--- config.mk ---
export PLATFORM = sky130hd
export DESIGN_NAME = rv_decode_unit
export DESIGN_NICKNAME = d
export VERILOG_FILES = /design/src/rtl/rv_decode_unit.sv
export SDC_FILE = /design/constraint.sdc
export NUM_CORES = 2
export LEC_CHECK = 0
export CAP_MARGIN = 20
export CORE_MARGIN = 5
export CORE_UTILIZATION = 59
export DETAILED_ROUTE_END_ITERATION = 7
export GPL_TIMING_DRIVEN = 0
export PLACE_DENSITY = 0.85
export SKIP_CTS_REPAIR_TIMING = 1
export SLEW_MARGIN = 20
export SYNTH_ARGS = -nofsm -noshare
export SYNTH_HDL_FRONTEND = slang
export SYNTH_SLANG_ARGS = --single-unit
export TNS_END_PERCENT = 1
--- constraint.sdc ---
create_clock -name clk -period 5.2 [get_ports clk]
set_input_delay 0.52 -clock clk [delete_from_list [all_inputs] [get_ports clk]]
set_output_delay 0.52 -clock clk [all_outputs]
set_load 0.03 [all_outputs]
--- src/rtl/rv_decode_unit.sv ---
`default_nettype none
// ============================================================================
// Module      : rv_decode_unit
// Description : Decode stage of the brisc in-order RV32 pipeline. Decodes one
//               RV32I/M instruction per cycle into a 5-bit instruction code,
//               a sign-extended immediate and a destination register, reads
//               two operands from a 32-entry register file with write-through
//               forwarding, and registers the result into the decode/execute
//               pipeline register under stall control.
// Revision    : 1.0 - initial release
// ============================================================================
module rv_decode_unit #(
  parameter int XLEN        = 32,
  parameter int ILEN        = 32,
  parameter int REG_BITS    = 5,
  parameter int OPCODE_BITS = 7
) (
  input  logic                   clk,
  input  logic                   reset,
  input  logic                   stall_decode,
  input  logic [ILEN-1:0]        instr_in,
  input  logic [OPCODE_BITS-1:0] opcode_wb_in,
  input  logic [XLEN-1:0]        data_wb_in,
  input  logic [REG_BITS-1:0]    rd_wb_in,
  input  logic                   rf_enable,
  output logic [REG_BITS-1:0]    rd_out,
  output logic [XLEN-1:0]        rs1_data_out,
  output logic [XLEN-1:0]        rs2_data_out,
  output logic [XLEN-1:0]        imm_out,
  output logic [4:0]             instr_out,
  output logic                   xcpt
);

  localparam int NUM_REGS = 1 << REG_BITS;

  // Major opcodes handled by this decoder
  localparam logic [6:0] OP_R      = 7'b0110011;
  localparam logic [6:0] OP_IMM    = 7'b0010011;
  localparam logic [6:0] OP_LOAD   = 7'b0000011;
  localparam logic [6:0] OP_STORE  = 7'b0100011;
  localparam logic [6:0] OP_BRANCH = 7'b1100011;
  localparam logic [6:0] OP_JAL    = 7'b1101111;
  localparam logic [6:0] OP_JALR   = 7'b1100111;
  localparam logic [6:0] OP_LUI    = 7'b0110111;
  localparam logic [6:0] OP_AUIPC  = 7'b0010111;

  // Instruction codes presented to the execute stage
  localparam logic [4:0] C_INVALID = 5'd0;
  localparam logic [4:0] C_ADD     = 5'd1;
  localparam logic [4:0] C_SUB     = 5'd2;
  localparam logic [4:0] C_MUL     = 5'd3;
  localparam logic [4:0] C_AND     = 5'd4;
  localparam logic [4:0] C_OR      = 5'd5;
  localparam logic [4:0] C_XOR     = 5'd6;
  localparam logic [4:0] C_SLL     = 5'd7;
  localparam logic [4:0] C_SRL     = 5'd8;
  localparam logic [4:0] C_ADDI    = 5'd9;
  localparam logic [4:0] C_LW      = 5'd10;
  localparam logic [4:0] C_LB      = 5'd11;
  localparam logic [4:0] C_SW      = 5'd12;
  localparam logic [4:0] C_SB      = 5'd13;
  localparam logic [4:0] C_BEQ     = 5'd14;
  localparam logic [4:0] C_BNE     = 5'd15;
  localparam logic [4:0] C_BLT     = 5'd16;
  localparam logic [4:0] C_BGE     = 5'd17;
  localparam logic [4:0] C_JAL     = 5'd18;
  localparam logic [4:0] C_JALR    = 5'd19;
  localparam logic [4:0] C_LUI     = 5'd20;
  localparam logic [4:0] C_AUIPC   = 5'd21;

  // Immediate format selector
  localparam logic [2:0] FMT_R = 3'd0;
  localparam logic [2:0] FMT_I = 3'd1;
  localparam logic [2:0] FMT_S = 3'd2;
  localparam logic [2:0] FMT_B = 3'd3;
  localparam logic [2:0] FMT_U = 3'd4;
  localparam logic [2:0] FMT_J = 3'd5;

  // The writeback opcode is carried for future use and has no effect today
  logic unused_opcode_wb;
  assign unused_opcode_wb = ^opcode_wb_in;

  // --------------------------------------------------------------------------
  // Instruction fields
  // --------------------------------------------------------------------------
  logic [6:0]          opcode;
  logic [2:0]          funct3;
  logic [6:0]          funct7;
  logic [REG_BITS-1:0] rs1_idx;
  logic [REG_BITS-1:0] rs2_idx;
  logic [REG_BITS-1:0] rd_idx;

  assign opcode  = instr_in[6:0];
  assign funct3  = instr_in[14:12];
  assign funct7  = instr_in[31:25];
  assign rs1_idx = instr_in[19:15];
  assign rs2_idx = instr_in[24:20];
  assign rd_idx  = instr_in[11:7];

  // Candidate immediates for every format, all sign-extended from bit 31
  logic [XLEN-1:0] imm_i;
  logic [XLEN-1:0] imm_s;
  logic [XLEN-1:0] imm_b;
  logic [XLEN-1:0] imm_u;
  logic [XLEN-1:0] imm_j;

  assign imm_i = {{(XLEN-12){instr_in[31]}}, instr_in[31:20]};
  assign imm_s = {{(XLEN-12){instr_in[31]}}, instr_in[31:25], instr_in[11:7]};
  assign imm_b = {{(XLEN-13){instr_in[31]}}, instr_in[31], instr_in[7],
                  instr_in[30:25], instr_in[11:8], 1'b0};
  assign imm_u = XLEN'($signed({instr_in[31:12], 12'b0}));
  assign imm_j = {{(XLEN-21){instr_in[31]}}, instr_in[31], instr_in[19:12],
                  instr_in[20], instr_in[30:21], 1'b0};

  // --------------------------------------------------------------------------
  // Decoder
  // --------------------------------------------------------------------------
  logic [4:0]          dec_code;
  logic [2:0]          dec_fmt;
  logic                dec_has_rd;
  logic [XLEN-1:0]     dec_imm;
  logic [REG_BITS-1:0] dec_rd;

  // Classify the instruction into a code, immediate format and rd usage
  always_comb begin
    dec_code   = C_INVALID;
    dec_fmt    = FMT_R;
    dec_has_rd = 1'b0;
    case (opcode)
      OP_R: begin
        dec_fmt    = FMT_R;
        dec_has_rd = 1'b1;
        case ({funct7, funct3})
          {7'b0000000, 3'b000}: dec_code = C_ADD;
          {7'b0100000, 3'b000}: dec_code = C_SUB;
          {7'b0000001, 3'b000}: dec_code = C_MUL;
          {7'b0000000, 3'b111}: dec_code = C_AND;
          {7'b0000000, 3'b110}: dec_code = C_OR;
          {7'b0000000, 3'b100}: dec_code = C_XOR;
          {7'b0000000, 3'b001}: dec_code = C_SLL;
          {7'b0000000, 3'b101}: dec_code = C_SRL;
          default:              dec_code = C_INVALID;
        endcase
      end
      OP_IMM: begin
        dec_fmt    = FMT_I;
        dec_has_rd = 1'b1;
        if (funct3 == 3'b000) dec_code = C_ADDI;
      end
      OP_LOAD: begin
        dec_fmt    = FMT_I;
        dec_has_rd = 1'b1;
        case (funct3)
          3'b010:  dec_code = C_LW;
          3'b000:  dec_code = C_LB;
          default: dec_code = C_INVALID;
        endcase
      end
      OP_STORE: begin
        dec_fmt = FMT_S;
        case (funct3)
          3'b010:  dec_code = C_SW;
          3'b000:  dec_code = C_SB;
          default: dec_code = C_INVALID;
        endcase
      end
      OP_BRANCH: begin
        dec_fmt = FMT_B;
        case (funct3)
          3'b000:  dec_code = C_BEQ;
          3'b001:  dec_code = C_BNE;
          3'b100:  dec_code = C_BLT;
          3'b101:  dec_code = C_BGE;
          default: dec_code = C_INVALID;
        endcase
      end
      OP_JAL: begin
        dec_fmt    = FMT_J;
        dec_has_rd = 1'b1;
        dec_code   = C_JAL;
      end
      OP_JALR: begin
        dec_fmt    = FMT_I;
        dec_has_rd = 1'b1;
        if (funct3 == 3'b000) dec_code = C_JALR;
      end
      OP_LUI: begin
        dec_fmt    = FMT_U;
        dec_has_rd = 1'b1;
        dec_code   = C_LUI;
      end
      OP_AUIPC: begin
        dec_fmt    = FMT_U;
        dec_has_rd = 1'b1;
        dec_code   = C_AUIPC;
      end
      default: dec_code = C_INVALID;
    endcase
  end

  // Pick the immediate and destination; illegal encodings yield zeros
  always_comb begin
    dec_imm = '0;
    dec_rd  = '0;
    if (dec_code != C_INVALID) begin
      case (dec_fmt)
        FMT_I:   dec_imm = imm_i;
        FMT_S:   dec_imm = imm_s;
        FMT_B:   dec_imm = imm_b;
        FMT_U:   dec_imm = imm_u;
        FMT_J:   dec_imm = imm_j;
        default: dec_imm = '0;
      endcase
      if (dec_has_rd) dec_rd = rd_idx;
    end
  end

  assign xcpt = (dec_code == C_INVALID);

  // --------------------------------------------------------------------------
  // Register file
  // --------------------------------------------------------------------------
  logic [XLEN-1:0] regs [NUM_REGS];
  logic            wb_en;
  logic [XLEN-1:0] rs1_data;
  logic [XLEN-1:0] rs2_data;

  // x0 is never written, so a writeback targeting it is simply dropped
  assign wb_en = rf_enable && (rd_wb_in != '0);

  // Writeback port; runs regardless of stall_decode
  always_ff @(posedge clk or negedge reset) begin
    if (!reset) begin
      for (int i = 0; i < NUM_REGS; i++) begin
        regs[i] <= '0;
      end
    end else if (wb_en) begin
      regs[rd_wb_in] <= data_wb_in;
    end
  end

  // Read port 1 with same-cycle forwarding of the writeback data
  always_comb begin
    rs1_data = '0;
    if (rs1_idx != '0) begin
      if (wb_en && (rd_wb_in == rs1_idx)) rs1_data = data_wb_in;
      else                                rs1_data = regs[rs1_idx];
    end
  end

  // Read port 2 with same-cycle forwarding of the writeback data
  always_comb begin
    rs2_data = '0;
    if (rs2_idx != '0) begin
      if (wb_en && (rd_wb_in == rs2_idx)) rs2_data = data_wb_in;
      else                                rs2_data = regs[rs2_idx];
    end
  end

  // --------------------------------------------------------------------------
  // Decode/execute pipeline register
  // --------------------------------------------------------------------------
  // Capture the decoded bundle unless the stage is stalled
  always_ff @(posedge clk or negedge reset) begin
    if (!reset) begin
      rd_out       <= '0;
      rs1_data_out <= '0;
      rs2_data_out <= '0;
      imm_out      <= '0;
      instr_out    <= C_INVALID;
    end else if (!stall_decode) begin
      rd_out       <= dec_rd;
      rs1_data_out <= rs1_data;
      rs2_data_out <= rs2_data;
      imm_out      <= dec_imm;
      instr_out    <= dec_code;
    end
  end

endmodule
`default_nettype wire

After elaboration in Yosys (flattened, before gate mapping)

Index checks and enable logic that the tools add are counted.

$lt $le $gt $ge: 4
Equality and inequality tests: 27
Muxes and demuxes: 26
Bitwise logic cells: 3
Reduce and logical (&&, ||, !) cells: 14

Operator list:

| kind                                            | number |
|---|---|
| bitwise mux 1024 bit                            | 1 |
| binary-select mux 32 bit (select 5 bit)         | 2 |
| 2-to-1 mux 32 bit                               | 10 |
| demux 32 bit (select 5 bit)                     | 1 |
| case mux 32 bit (5 select lines)                | 1 |
| case mux 5 bit (9 select lines)                 | 1 |
| == test 10 x 3 -> 1 bit (second input constant) | 4 |
| case mux 4 bit (8 select lines)                 | 1 |
| == test 7 x 6 -> 1 bit (second input constant)  | 3 |
| == test 7 bit (second input constant)           | 3 |
| case mux 5 bit (4 select lines)                 | 1 |
| nonzero test 5 bit                              | 4 |
| >= comparator 6 bit (second input constant)     | 3 |
| inverter 5 -> 6 bit                             | 3 |
| case mux 4 bit (2 select lines)                 | 2 |
| 2-to-1 mux 5 bit                                | 3 |
| case mux 3 bit (5 select lines)                 | 1 |
| == test 7 x 5 -> 1 bit (second input constant)  | 2 |
| == test 3 bit (second input constant)           | 4 |
| == test 10 x 1 -> 1 bit (second input constant) | 1 |
| == test 10 x 4 -> 1 bit (second input constant) | 1 |
| == test 10 x 9 -> 1 bit (second input constant) | 1 |
| == test 5 bit                                   | 2 |
| zero test 10 bit                                | 1 |
| other kinds (12)                                | 18 |

Register bits: 1130
Bits of input ports: 80
Output and inout port bits: 107
Logic and storage cells: 111

Depth between registers and ports, before layout

Depth after elaboration: 6
Mapped depth: 12
Mapped depth without buffers: 7

Worst setup path after synthesis

OpenSTA, ideal clock, no wires.

Path type: input -> output
From: input port instr_in[27]
To: output port xcpt
Arrival time: 2.384 ns
Required time: 4.680 ns
Setup slack: 2.296 ns
Stages on the path: 8
Buffers on the path: 2
Path through: or4_4 > or4b_4 > a211o_1 > nand4_1 > or3_1 > buf_6 > inv_4 > buf_2

Longest elaborated chain between the ends: 4
Elaborated cells between the ends (all ways): 11
Those cells by class: 7 x eq/ne; 2 x mux; 2 x reduce/logical

RTL lines:

| element                                         | line | source |
|---|---|---|
| start: declaration                              | 21   | `input logic [ILEN-1:0] instr_in,` |
| == test 10 x 3 -> 1 bit (tied with other cells) | 133  | `case ({funct7, funct3})` |
| case mux 4 bit (8 select lines) *               | 133  |  |
| case mux 5 bit (9 select lines) *               | 129  | `case (opcode)` |
| zero test 5 bit *                               | 218  | `assign xcpt = (dec_code == C_INVALID);` |
| end: declaration                                | 31   | `output logic xcpt` |

Every way passes the cells marked *; elsewhere a longest branch is shown, timed or not.

Final worst setup path

From: input port instr_in[22]
To: register rs2_data_out[17]

Longest elaborated chain between the ends: 6
Elaborated cells between the ends (all ways): 9
Those cells by class: 1 x eq/ne; 5 x mux; 1 x bitwise; 2 x reduce/logical

RTL lines:

| element                                              | line | source |
|---|---|---|
| inverter 5 -> 6 bit (not written as such)            | 256  | `else rs2_data = regs[rs2_idx];` |
| binary-select mux 32 bit (select 5 bit)              | 256  |  |
| 2-to-1 mux 32 bit (not written as such) (2 in a row) | 256  |  |
| 2-to-1 mux 32 bit                                    | 255  | `if (wb_en && (rd_wb_in == rs2_idx)) rs2_data = data_wb_in;` |
| 2-to-1 mux 32 bit *                                  | 254  | `if (rs2_idx != '0) begin` |
| end signal: assignment                               | 274  | `rs2_data_out <= rs2_data;` |
| end: declaration                                     | 28   | `output logic [XLEN-1:0] rs2_data_out,` |

Every way passes the cells marked *; elsewhere a longest branch is shown, timed or not. The select of a mux whose other input is x is not followed.
A chain may end at the register's enable or synchronous reset.

==> impl_metrics.py <==
metrics = {
    "outcome": {
        "status": "finished clean",
    },
    "cells_and_area": {
        "most-common-layout-cells": "1130 x dfrtp_1, 1047 x mux2_2, 396 x mux4_2, 349 x clkbuf_1, 297 x mux2i_1",
        "drive_gt1_share_pct": 37.1,
        "syn_to_final_growth_pct": 13.0,
        "utilization_pct": 67.3,
        "fin_cells": 6126,
        "nets": 4734,
        "final_common_cell": "dfrtp_1",
    },
    "synthesis": {
        "synthFlopType": "dfrtp_1",
        "synth_top_family_by_area": "multiplexers",
        "synth-edff-count": 0,
        "postSynthCellCount": 4356,
        "ys_types": 61,
        "yosysSeqAreaShare_pct": 47.3,
        "synth_xor_area_share_pct": 0.191,
        "synth-seq-cells": 1130,
        "yosys_warnings": 0,
        "yosys.area_share.simple_pct": 4.38,
        "postSynth.asyncResetShare_pct": 100,
        "synthesis.nets": 4436,
        "synth_mux_area_share_pct": 39.7,
        "synthAdderAreaFrac_pct": 0,
        "synth-compound-area-share_pct": 5.16,
        "avgSynthCellArea_um2": 13.7,
        "synthesis.area_um2": 59700,
    },
    "sta": {
        "fmax_mhz": 202,
        "worst_pin_slew_ns": 1.32,
        "slew_viol_final": 0,
        "setup_violations": 0,
        "slew-limit-headroom_pct": 12.0,
        "finClkSkew_ns": 0.0298,
        "final_hold_viol_count": 0,
        "fin_ws_ns": 0.253,
        "rsz0062_at_grt": "no",
        "fin_tns_setup_ns": 0,
        "finalCriticalPeriod_ns": 4.95,
        "fin_crit_sh_pct": 95.1,
    },
    "clock_tree": {
        "cts_tree": "built",
        "clk_path_buf_depth": 3,
        "clock_tree.root_cell": "clkbuf_16",
        "clk_latency_ns": 0.73,
        "clock-sinks": 1130,
        "path_clk_slew_ns": 0.07,
        "cts_buffers": 115,
        "htree_levels": 3,
    },
    "drt": {
        "viasPerCell": 7.27,
        "first_pass_iters": 8,
        "via_count": 44600,
        "detail-route-antenna-nets": 0,
        "wire_per_inst_um": 36.2,
        "route.detailed.drc": 0,
        "initialDrtViolationCount": 6180,
        "wirelength_mm": 222,
    },
    "power": {
        "ir_drop_mv": 0.354,
        "p_leak_uw": 0.0293,
        "powerDensity_nw_per_um2": 388,
        "p_total_uw": 26200,
    },
    "critical_path": {
        "endpoint_kind": "flip-flop",
        "cp-start-kind": "input pin",
        "rrSetupSlack_ns": 2.73,
        "cp.arrival_ns": 5.51,
        "crit_fanout": 10,
        "cp.required_ns": 5.77,
        "path_class": "in -> reg",
    },
    "floorplanning": {
        "die_h_um": 328,
        "rows": 116,
        "io_pins": 187,
        "start_util_pct": 59.6,
        "dieArea_um2": 108000,
        "coreArea_um2": 100000,
        "fp.dieW_um": 328,
    },
    "worst_hold_path": {
        "hold_path_class": "in -> reg",
    },
    "placement": {
        "dp.cells": 5893,
        "dp_slack_ns": -0.304,
        "port_buffers": 165,
        "dp_hpwl_mm": 160,
        "gp_congestion": 1.03,
    },
    "flow_run": {
        "drv_cap": 0,
    },
    "grt": {
        "overflow": 0,
        "antenna_found_initial": 13,
        "grt_max_degree": 151,
        "grt_pass1_vias": 44800,
        "grt_usage_pct": 40.6,
        "grt_pass1_wl_mm": 313,
    },
}
[worst max-delay path, stage by stage]
cell and delay [ns]:
clkdlybuf4s50_1 0.74, buf_2 0.63, buf_2 0.66, buf_2 0.75, clkbuf_1 0.48, buf_6 0.26, mux2i_1 0.37, o22ai_1 0.26
o221ai_1 0.70, nand2_1 0.11
[state kept, by name, summed over array words and instances (netlist names)]
register / cells
imm_out: 32
instr_out: 5
rd_out: 5
regs: 1024
rs1_data_out: 32
rs2_data_out: 32
[layer usage]
layer / GRT usage (%) / share of wire [%] / vias to the layer above
li1: - / - / 17100
met1: 51.3 / 35 / 23000
met2: 55.9 / 41 / 3531
met3: 16.8 / 15 / 894
met4: 30.1 / 9.7 / 10
met5: 0.725 / 0.069 / -
[layout make-up]
type                            instances  area [um^2]
Tap cell                             1357         1700
Clock buffer                          186         3580
Clock inverter                         29          384
Timing Repair Buffer                  181         2060
Sequential cell                      1130        28300
Multi-Input combinational cell       2739        29500
Fill cell                            6924        32800
Buffer                                482         1970
Inverter                                5         21.3
Antenna cell                           17         42.5
[final timing paths]
kind                                  startpoint  cells after the start               end
worst max register to register          regs[16]                      5  rs2_data_out[16]
worst min-delay path                instr_in[30]                      3       imm_out[10]
worst min register to register  rs2_data_out[28]                      2  rs2_data_out[28]
min in group asynchronous                  reset                      2         regs[792]
max in group asynchronous                  reset                      6         regs[168]
worst max-delay path                instr_in[22]                     10  rs2_data_out[17]
[kinds of logic (layout without fill, tap and decap cells)]
kind of cell | Yosys count | after routing
mux | 1740 | 1740
flops | 1130 | 1130
buf+inv | 487 | 883
simple gates | 542 | 542
other cells | 0 | 17
compound gates | 444 | 444
xor+xnor | 13 | 13
[synthesized netlist by cell type (all sizes together), types with 3 or more instances]
cell type	number	area, um^2
a32oi	26	228
nand3	138	691
o211ai	42	315
a32o	16	160
nor2	38	143
xor2	7	61.3
o21ai	66	330
o22ai	38	238
buf	150	689
nand2b	77	482
a31oi	24	150
a21oi	67	335
inv	5	21.3
xnor2	6	52.6
nor2b	15	93.8
nor4	4	25.0
a22oi	104	781
o31ai	9	111
dfrtp	1130	28300
nand2	218	818
a22o	4	35.0
nor3b	5	37.5
o221ai	17	149
a211oi	6	45.0
mux4	396	8920
clkbuf	332	1250
nor3	9	45.0
a21o	11	82.6
mux2i	297	2970
or2	4	25.0
mux2	1047	11800
o2111ai	3	26.3
and2	6	37.5
nand3b	4	30.0
nand4	11	68.8
[where the power goes]
group,internal [uW],leakage [uW],switching [uW]
sequential,10400,0.0145,1280
clock,5080,0.00195,3700
combinational,2980,0.0128,2740
total,18500,0.0293,7720
[stage by stage]
| step | instance area [um^2] | hold WS, ns |
|---|---|---|
| floorplan | 59700 | 0.224 |
| global placement | 63100 | 0.456 |
| detailed placement | 63500 | 0.436 |
| CTS | 67500 | -0.311 |
| global route | 67500 | 0.276 |
| finish | 67500 | 0.215 |
No activity file was read; power rests on OpenSTA's default activity.
